--- src/rtl/dual_port_ram_arbiter.sv ---
// Two-client arbiter in front of a 4x4 dual-port RAM: client 0 drives port A, client 1 drives port B.
// Same-address hazards involving a write are serialized with a round-robin priority bit.
module dual_port_ram_arbiter #(
   parameter int DW = 4,
   parameter int AW = 2,
   parameter int CW = 8
) (
   input  logic          clk,
   input  logic          rst_n,
   input  logic          c0_req,
   input  logic          c0_we,
   input  logic [AW-1:0] c0_addr,
   input  logic [DW-1:0] c0_wdata,
   output logic          c0_gnt,
   output logic          c0_rvalid,
   output logic [DW-1:0] c0_rdata,
   input  logic          c1_req,
   input  logic          c1_we,
   input  logic [AW-1:0] c1_addr,
   input  logic [DW-1:0] c1_wdata,
   output logic          c1_gnt,
   output logic          c1_rvalid,
   output logic [DW-1:0] c1_rdata,
   output logic          ram_ena,
   output logic          ram_wra,
   output logic [AW-1:0] ram_addr_a,
   output logic [DW-1:0] ram_dina,
   input  logic [DW-1:0] ram_douta,
   output logic          ram_enb,
   output logic          ram_wrb,
   output logic [AW-1:0] ram_addr_b,
   output logic [DW-1:0] ram_dinb,
   input  logic [DW-1:0] ram_doutb
);

   logic          conflict;
   logic          pri;
   logic [CW-1:0] conflict_cnt;
   logic [DW-1:0] c0_rdata_q;
   logic [DW-1:0] c1_rdata_q;

   // Grants are gated by rst_n so nothing reaches the RAM while reset is held.
   always_comb begin
      conflict   = c0_req & c1_req & (c0_addr == c1_addr) & (c0_we | c1_we);
      c0_gnt     = rst_n & c0_req & ~(conflict & pri);
      c1_gnt     = rst_n & c1_req & ~(conflict & ~pri);
      ram_ena    = c0_gnt;
      ram_wra    = c0_gnt & c0_we;
      ram_addr_a = c0_addr;
      ram_dina   = c0_wdata;
      ram_enb    = c1_gnt;
      ram_wrb    = c1_gnt & c1_we;
      ram_addr_b = c1_addr;
      ram_dinb   = c1_wdata;
   end

   always_ff @(posedge clk or negedge rst_n) begin
      if (!rst_n) begin
         pri          <= 1'b0;
         conflict_cnt <= '0;
         c0_rvalid    <= 1'b0;
         c1_rvalid    <= 1'b0;
         c0_rdata_q   <= '0;
         c1_rdata_q   <= '0;
      end else begin
         if (conflict) begin
            pri <= ~pri;
            if (conflict_cnt != {CW{1'b1}}) begin
               conflict_cnt <= conflict_cnt + 1'b1;
            end
         end
         c0_rvalid <= c0_gnt & ~c0_we;
         c1_rvalid <= c1_gnt & ~c1_we;
         if (c0_rvalid) begin
            c0_rdata_q <= ram_douta;
         end
         if (c1_rvalid) begin
            c1_rdata_q <= ram_doutb;
         end
      end
   end

   // Live RAM output during the valid cycle, then the captured copy is held.
   assign c0_rdata = c0_rvalid ? ram_douta : c0_rdata_q;
   assign c1_rdata = c1_rvalid ? ram_doutb : c1_rdata_q;

endmodule

--- config.mk ---
export PLATFORM = sky130hd
export DESIGN_NAME = dual_port_ram_arbiter
export DESIGN_NICKNAME = d
export VERILOG_FILES = /design/src/rtl/dual_port_ram_arbiter.sv
export SDC_FILE = /design/constraint.sdc
export NUM_CORES = 1
export LEC_CHECK = 0
export ABC_AREA = 0
export CAP_MARGIN = 20
export CORE_UTILIZATION = 32
export CTS_CLUSTER_DIAMETER = 50
export CTS_CLUSTER_SIZE = 30
export DETAILED_ROUTE_END_ITERATION = 10
export MAX_ROUTING_LAYER = met4
export PLACE_DENSITY = 0.94
export SLEW_MARGIN = 40
export SYNTH_ARGS = -nofsm -noshare
export SYNTH_HDL_FRONTEND = slang
export SYNTH_SLANG_ARGS = --single-unit
--- constraint.sdc ---
create_clock -name clk -period 1.75 [get_ports clk]
set_input_delay 0.35 -clock clk [delete_from_list [all_inputs] [get_ports clk]]
set_output_delay 0.35 -clock clk [all_outputs]
set_load 0.01 [all_outputs]
==> After elaboration in Yosys (flattened, before gate mapping) <==
Cells that the tools add are included.
{ "totals": {"reg_bits": 11, "latchBits": 0, "mem_bits_rw": 0, "rom_bits": 0, "inputBits": 26, "out_inout_bits": 28, "elab_cells": 27, "mem_count": 0} }
{ "classes": {"addsub": 0, "n_mul": 0, "div_mod_pow": 0, "magnitude_cmp": 0, "eq_ne": 1, "n_shift": 0, "muxes": 2, "bitwise": 19, "reduce_logical": 0} }
{ "op_table": {"columns": ["operator", "n"], "rows": [
  ["AND 1 bit", 13],
  ["two-way mux 4 bit", 2],
  ["NOT 1 bit", 5],
  ["equality test 2 bit", 1],
  ["bitwise OR 1 bit", 1]
]} }

==> Longest topological paths before layout <==
{ "depth": {"word_depth": 7, "ltp_mapped": 4, "mapped_depth_nobuf": 3} }

==> Worst setup path after synthesis <==
Ideal clock, no wire load.
{ "synth_timing": {"path_kind": "input to output", "from": "input c1_addr[1]", "to": "output ram_enb", "arrival_ns": 1.106, "path_slack_ns": 0.294, "path_stages": 4, "path_cell_list": "xor2_2 nor4_2 nor2_1 buf_4"} }
{ "synth_between": {"elab_chain_cells": 6} }
{ "synth_lines": {"columns": ["element", "line_no", "source"], "rows": [
  ["start, declared", "19", "input logic [AW-1:0] c1_addr,"],
  ["equality test 2 bit", "44", "conflict = c0_req & c1_req & (c0_addr == c1_addr) & (c0_we | c1_we);"],
  ["AND 1 bit (2 in a row)", "44", null],
  ["AND 1 bit", "46", "c1_gnt = rst_n & c1_req & ~(conflict & ~pri);"],
  ["NOT 1 bit", "46", null],
  ["AND 1 bit", "46", null],
  ["end, declared", "29", "output logic ram_enb,"]
]} }
No other way between the ends.

==> Worst setup path in the final report <==
{ "layout_timing": {"from": "input c0_we", "to": "output ram_wrb"} }
{ "layout_between": {"elab_chain_cells": 6} }
{ "layout_lines": {"columns": ["element", "line_no", "source"], "rows": [
  ["start, declared", "11", "input logic c0_we,"],
  ["bitwise OR 1 bit", "44", null],
  ["AND 1 bit", "44", null],
  ["AND 1 bit", "46", null],
  ["NOT 1 bit", "46", null],
  ["AND 1 bit", "46", null],
  ["AND 1 bit", "52", "ram_wrb = c1_gnt & c1_we;"],
  ["end, declared", "30", "output logic ram_wrb,"]
]} }
No other way between the ends.

==> impl_metrics.prom <==
# TYPE chip_impl_metric gauge
chip_impl_metric{name="final_nets",unit=""} 118
chip_impl_metric{name="cts_buffer_count",unit=""} 3
chip_impl_metric{name="detail-route-antenna-nets",unit=""} 0
chip_impl_info{name="run_status",value="finished, final reports clean"} 1
chip_impl_metric{name="synth_area",unit="µm²"} 598
chip_impl_metric{name="cts.path.max_buffers",unit=""} 2
chip_impl_metric{name="netSwitchingFraction",unit=""} 0.299
chip_impl_info{name="holdCritPathClass",value="in -> reg"} 1
chip_impl_info{name="setup.worst_path.class",value="in -> out"} 1
chip_impl_metric{name="die_x",unit="µm"} 45.2
chip_impl_metric{name="final-hold-violation-count",unit=""} 0
chip_impl_metric{name="syn-num-nets",unit=""} 75
chip_impl_metric{name="vias",unit=""} 501
chip_impl_metric{name="max_slew.worst_pin.slew",unit="ns"} 0.262
chip_impl_metric{name="gp_congestion",unit=""} 0.652
chip_impl_metric{name="post_synth.cell_area_avg",unit="µm²"} 12.2
chip_impl_metric{name="initial_core_utilization",unit=""} 0.343
chip_impl_metric{name="antennaDiodeCount",unit=""} 0
chip_impl_metric{name="ir_worst_vdd",unit="µV"} 456
chip_impl_metric{name="cts-htree-levels",unit=""} 1
chip_impl_metric{name="detailedRoute.firstPassIterationCount",unit=""} 1
chip_impl_metric{name="holdBufCountCts",unit=""} 0
chip_impl_metric{name="area_fraction_in_and_or_nand_and_nor_cells_after_synthesis",unit=""} 0.117
chip_impl_metric{name="first_global_vias",unit=""} 552
chip_impl_info{name="grt_setup_unrepaired",value="no"} 1
chip_impl_metric{name="intPower",unit="µW"} 536
chip_impl_metric{name="syn-instance-count",unit=""} 49
chip_impl_metric{name="power_frac_clock",unit=""} 0.217
chip_impl_metric{name="ioPinCount",unit=""} 54
chip_impl_metric{name="cp_data_arrival_time",unit="ns"} 1.35
chip_impl_metric{name="finish.cell_count_without_fillers",unit=""} 116
chip_impl_info{name="critPathCaptureType",value="primary output"} 1
chip_impl_metric{name="finalSetupViolations",unit=""} 0
chip_impl_metric{name="worst-endpoint-required",unit="ns"} 1.40
chip_impl_metric{name="slew_headroom",unit=""} 0.824
chip_impl_metric{name="p_per_area",unit="mW/mm²"} 761
chip_impl_metric{name="finalWorstPathRequiredPeriod",unit="ns"} 1.70
chip_impl_metric{name="cap_violations",unit=""} 0
chip_impl_metric{name="die_h",unit="µm"} 45.2
chip_impl_metric{name="total_negative_slack",unit="ns"} 0
chip_impl_metric{name="final_layout_size_suffix_gt1_frac",unit=""} 0.593
chip_impl_metric{name="yosysWarningCount",unit=""} 0
chip_impl_info{name="tritoncts",value="yes"} 1
chip_impl_metric{name="dp_hpwl",unit="mm"} 1.01
chip_impl_metric{name="gr-total-overflow",unit=""} 0
chip_impl_info{name="yosys.area.top_type",value="sky130_fd_sc_hd__dfrtp_1"} 1
chip_impl_metric{name="synth_xor_xnor_area_share",unit=""} 0.0690
chip_impl_info{name="final_common_cell",value="sky130_fd_sc_hd__buf_4"} 1
chip_impl_metric{name="total_die_area",unit="mm²"} 0.00205
chip_impl_metric{name="comb_power_share",unit=""} 0.349
chip_impl_metric{name="gr-usage-all-layers",unit=""} 0.164
chip_impl_metric{name="detailed_route_wire_length_per_cell",unit="µm"} 11.7
chip_impl_metric{name="core.rowCount",unit=""} 15
chip_impl_metric{name="synthAdderAreaFrac",unit=""} 0
chip_impl_info{name="netlist_top_cells_area",value="sky130_fd_sc_hd__dfrtp_1, sky130_fd_sc_hd__buf_4, sky130_fd_sc_hd__mux2_2"} 1
chip_impl_metric{name="slew_violations",unit=""} 0
chip_impl_metric{name="leakage_dissipation",unit="µW"} 0.000465
chip_impl_metric{name="path_max_fanout",unit=""} 3
chip_impl_metric{name="tritoncts_num_sinks",unit=""} 11
chip_impl_info{name="dominant_combinational_cell_family_by_area_after_synthesis",value="buffers and inverters"} 1
chip_impl_metric{name="fmaxAchievable",unit="MHz"} 588
chip_impl_metric{name="routed_wirelength",unit="mm"} 1.36
chip_impl_metric{name="synthMuxAreaShare",unit=""} 0.151
chip_impl_info{name="layout_common_cells",value="sky130_fd_sc_hd__buf_4, sky130_fd_sc_hd__clkdlybuf4s50_1, sky130_fd_sc_hd__dfrtp_1"} 1
chip_impl_metric{name="post-route-drc-count",unit=""} 0
chip_impl_metric{name="drtIter0Drc",unit=""} 0
chip_impl_metric{name="pwr-share-seq",unit=""} 0.433
chip_impl_metric{name="yosys_register_bits",unit=""} 11
chip_impl_metric{name="final.period_utilization",unit=""} 0.972
chip_impl_metric{name="io_buffers",unit=""} 37
chip_impl_metric{name="worst_setup_hold_path_clk_slew",unit="ns"} 0.07
chip_impl_metric{name="viasPerCell",unit=""} 4.32
chip_impl_metric{name="number_of_distinct_standard_cells_referenced_by_the_synthesized_netlist",unit=""} 12
chip_impl_metric{name="switchingPower",unit="µW"} 228
chip_impl_metric{name="synthDominantCellAreaShare",unit=""} 0.460
chip_impl_metric{name="synth-compound-area-share",unit=""} 0.0209
chip_impl_info{name="cts.root.buffer_cell",value="sky130_fd_sc_hd__clkbuf_4"} 1
chip_impl_info{name="crit_path_start_kind",value="input port"} 1
chip_impl_metric{name="grt_start_max_net_pins",unit=""} 12
chip_impl_metric{name="clock-skew-final",unit="ns"} 0.000786
chip_impl_metric{name="placeableCoreArea",unit="mm²"} 0.00175
chip_impl_metric{name="placedCellCount",unit=""} 102
chip_impl_metric{name="wire_length_of_the_first_global_routing_pass",unit="mm"} 2.24
chip_impl_metric{name="area_delta_synth_final",unit="%"} 67.8
chip_impl_metric{name="antenna_violations_before_repair",unit=""} 0
chip_impl_metric{name="yosysSeqAreaShare",unit=""} 0.460
chip_impl_metric{name="insertion_delay",unit="ns"} 0.26
synthesized netlist by cell type:
cell type / count
sky130_fd_sc_hd__xnor2_1: 1
sky130_fd_sc_hd__o211ai_2: 1
sky130_fd_sc_hd__nor4_2: 2
sky130_fd_sc_hd__dfrtp_1: 11
sky130_fd_sc_hd__buf_4: 14
sky130_fd_sc_hd__nand2_1: 2
sky130_fd_sc_hd__xor2_2: 2
sky130_fd_sc_hd__nor3b_1: 2
sky130_fd_sc_hd__nor3_1: 3
sky130_fd_sc_hd__mux2_2: 8
sky130_fd_sc_hd__nor2_1: 2
sky130_fd_sc_hd__inv_1: 1
area by class of cell:
class | count | area (µm²)
flip-flops and latches | 11 | 275
multi-input cells | 23 | 273
repair buffers | 52 | 394
clock buffers | 4 | 26.3
fillers | 155 | 742
inverters | 1 | 3.75
well taps | 25 | 31.3
path summary, 6_finish.rpt:
path                                          from                       to  slack, ns  cells past startpoint
min in group asynchronous                    rst_n      c0_rvalid$_DFF_PN0_       0.44                      2
max in group asynchronous                    rst_n  c1_rdata_q[3]$_DFF_PN0_       1.17                      2
max reg2reg                        pri$_DFFE_PN0N_      c0_rvalid$_DFF_PN0_       0.69                      5
min                                          c1_we      c1_rvalid$_DFF_PN0_       0.39                      3
min reg2reg                c0_rdata_q[1]$_DFF_PN0_  c0_rdata_q[1]$_DFF_PN0_       0.50                      1
max                                          c0_we                  ram_wrb       0.05                      6
timing repair:
action	4_1_cts	5_1_grt
pin swaps	7	4
gates resized for setup	66	15
gates cloned	0	0
buffers inserted	10	1
setup endpoints to repair	18	7
registers in the layout, indices dropped and copies added (netlist names):
name and count:
c0_rdata_q 4, c0_rvalid 1, c1_rdata_q 4, c1_rvalid 1, pri 1
metrics by stage:
stage | utilization | power (µW) | worst slack, ns | area, µm² | hold WS, ns
after global placement | 0.534 | 599 | -0.561 | 932 | 0.479
final | 0.575 | 764 | 0.0490 | 1000 | 0.393
after detailed placement | 0.534 | 610 | -0.628 | 932 | 0.488
after CTS | 0.598 | 788 | 0.00701 | 1040 | 0.441
after global routing | 0.575 | 808 | 0.00821 | 1000 | 0.403
after floorplan | - | 465 | 0.294 | 598 | 0.0544
power groups by stage:
| stage | logic [µW] | clock network (µW) | registers [µW] |
|---|---|---|---|
| final | 267 | 166 | 331 |
| after global routing | 290 | 181 | 336 |
| after CTS | 285 | 171 | 331 |
| after detailed placement | 280 | 0 | 330 |
| after global placement | 272 | 0 | 327 |
| after floorplan | 141 | 0 | 324 |
critical path: stages:
cell and delay [ns]:
sky130_fd_sc_hd__clkdlybuf4s15_2 0.20, sky130_fd_sc_hd__o211ai_4 0.25, sky130_fd_sc_hd__nor4_4 0.09, sky130_fd_sc_hd__buf_4 0.15, sky130_fd_sc_hd__nor3b_2 0.16, sky130_fd_sc_hd__buf_2 0.15
layer usage:
| layer | routed length (µm) | global-route usage |
|---|---|---|
| met1 | 459 | 0.156 |
| met2 | 777 | 0.296 |
| met3 | 118 | 0.0600 |
| met4 | 8 | 0.0667 |
| met5 | 0 | - |
logic make-up after synthesis:
group | count (synthesis)
buffers and inverters | 15
flip-flops | 11
AND/OR/NAND/NOR | 11
multiplexers | 8
XOR/XNOR | 3
AO/OA/AOI/OAI | 1
No activity file was read; power rests on OpenSTA's default activity.
==> edit (same flow settings) <==
`AW`: 2 -> 3.
--- a/src/rtl/dual_port_ram_arbiter.sv
+++ b/src/rtl/dual_port_ram_arbiter.sv
@@ -3,5 +3,5 @@
 module dual_port_ram_arbiter #(
    parameter int DW = 4,
-   parameter int AW = 2,
+   parameter int AW = 3,
    parameter int CW = 8
 ) (
Ports: changed (resized c0_addr, c1_addr, ram_addr_a and ram_addr_b); port bits go from 54 to 58. No check against the original RTL was run, so the function may have changed too.
==> edit against the original RTL <==
- critical path depth did not move
- worst setup slack got worse by 0.015 ns
- power barely moved
- global-route usage fell by 0.50 points
- combinational power barely moved
- synthesized area rose by 2.1%
- worst hold slack got worse by 0.13 ns
- cell count rose by 2.6%
- core utilization rose by 2.2 points
- sequential cell count did not move
- wire length rose by 10%
- final area rose by 4.9%
- largest cell class unchanged
- largest power group unchanged
- highest routed layer unchanged
==> edit: results <==
worst_setup_path:
  crit_fanout: 4
  crit_family: "buffers and inverters"
  max_stage_delay_ns: 0.36
  worstPathArrival_ns: 1.37
  rr_startpoint: "c1_rvalid"
  startpoint: "c1_addr[2]"
  slowest_stage: "nor4_4"
clock_network:
  cts_buffers: 3
  cts_buffer_depth: 2
  cts_max_level: 1
  worstSkewPairLatency_ns: 0.26
  path_clk_slew_ns: 0.06
  root_buffer: "clkbuf_4"
power:
  p_leak_uw: 0.000484
  ir_drop_v: 0.000569
logic_synthesis:
  yosys_warnings: 0
  synth_common_cells: "buf_4, dfrtp_1, mux2_2"
  synth_seq_area_share_pct: 45.1
  synth_nets: 80
  synth_top_flop_cell: "dfrtp_1"
  yosys-top-cells-area: "dfrtp_1, buf_4, mux2_2"
  synthArstFlopShare_pct: 100
  syn_inst: 52
  synthDistinctLibCells: 12
final_layout:
  drive_above_1_share_pct: 50.0
  fillers: 164
  post_layout_nonfiller_instances: 119
  area_growth_pct: 72.3
  largestRegisters: "c0_rdata_q (4), c1_rdata_q (4)"
  n_antenna_cell: 0
grt:
  grt_usage_pct: 15.9
  grt_max_degree: 12
  grt_pass1_wl_mm: 2.14
  antenna_found_initial: 0
  grt_pass1_vias: 522
timing:
  skew_ns: 0.000504
  tightest_slew_ns: 0.302
placement:
  dp_hpwl_mm: 1.16
  placedInstanceArea_sq_um: 977
  place_ws_ns: -0.688
  gp_congestion: 0.741
  dp.cells: 108
  portBuffers: 41
detailed_routing:
  drtIter0Drc: 7
  drtPass1Iterations: 2
  wl_mm: 1.51
  vias_per_cell: 4.47
status:
  status: "finished, final reports clean"
hold_path:
  hold_class: "primary input to async pin"
## edit: cell type report
class	instances	share of cell area, %
sequential	11	26.3
timing repair buffer	54	43.2
inverter	1	0.357
clock buffer	4	2.50
multi-input combinational	24	24.7
tap	25	2.97
## edit: per-layer routing
metal	GRT usage, %	share of wire [%]	wire (um)	vias up
met5	-	0	0	-
met4	10.9	1.5	23	0
met3	7.94	7.0	105	2
met2	23.1	53	792	29
met1	16.7	39	584	258
li1	-	-	-	243
## edit: what timing repair did
action	CTS	global route
buffers inserted	6	1
gates resized for setup	66	15
pin swaps	7	5
endpoints found under the setup margin	14	9
## edit: cells by family after synthesis
family / after synthesis / share of synthesized area (%)
AO/OA/AOI/OAI: 7 / 7.79
multiplexers: 8 / 14.8
flip-flops: 11 / 45.1
buffers and inverters: 17 / 20.3
XOR/XNOR: 4 / 5.74
AND/OR/NAND/NOR: 5 / 6.35
## edit: worst reg2reg max path: stages, from the launching register on
cell,delay [ns]
dfrtp_1,0.40
buf_4,0.14
mux2_2,0.34
## edit: power breakdown
group | leakage (uW) | switching [uW] | internal [uW]
sequential | 0.000131 | 29.4 | 303
combinational | 0.000338 | 120 | 146
clock | 0.0000150 | 77.2 | 88.2
total | 0.000484 | 227 | 537
## edit: final timing paths
check,cells past startpoint,slack (ns),to
max in group asynchronous,2,1.33,c0_rvalid
min reg2reg,1,0.50,c0_rdata_q[3]
min in group clk,1,0.50,c0_rdata_q[3]
min,2,0.26,c0_rdata_q[0]
max reg2reg,2,0.75,c1_rdata_q[2]
max,6,0.03,c0_gnt
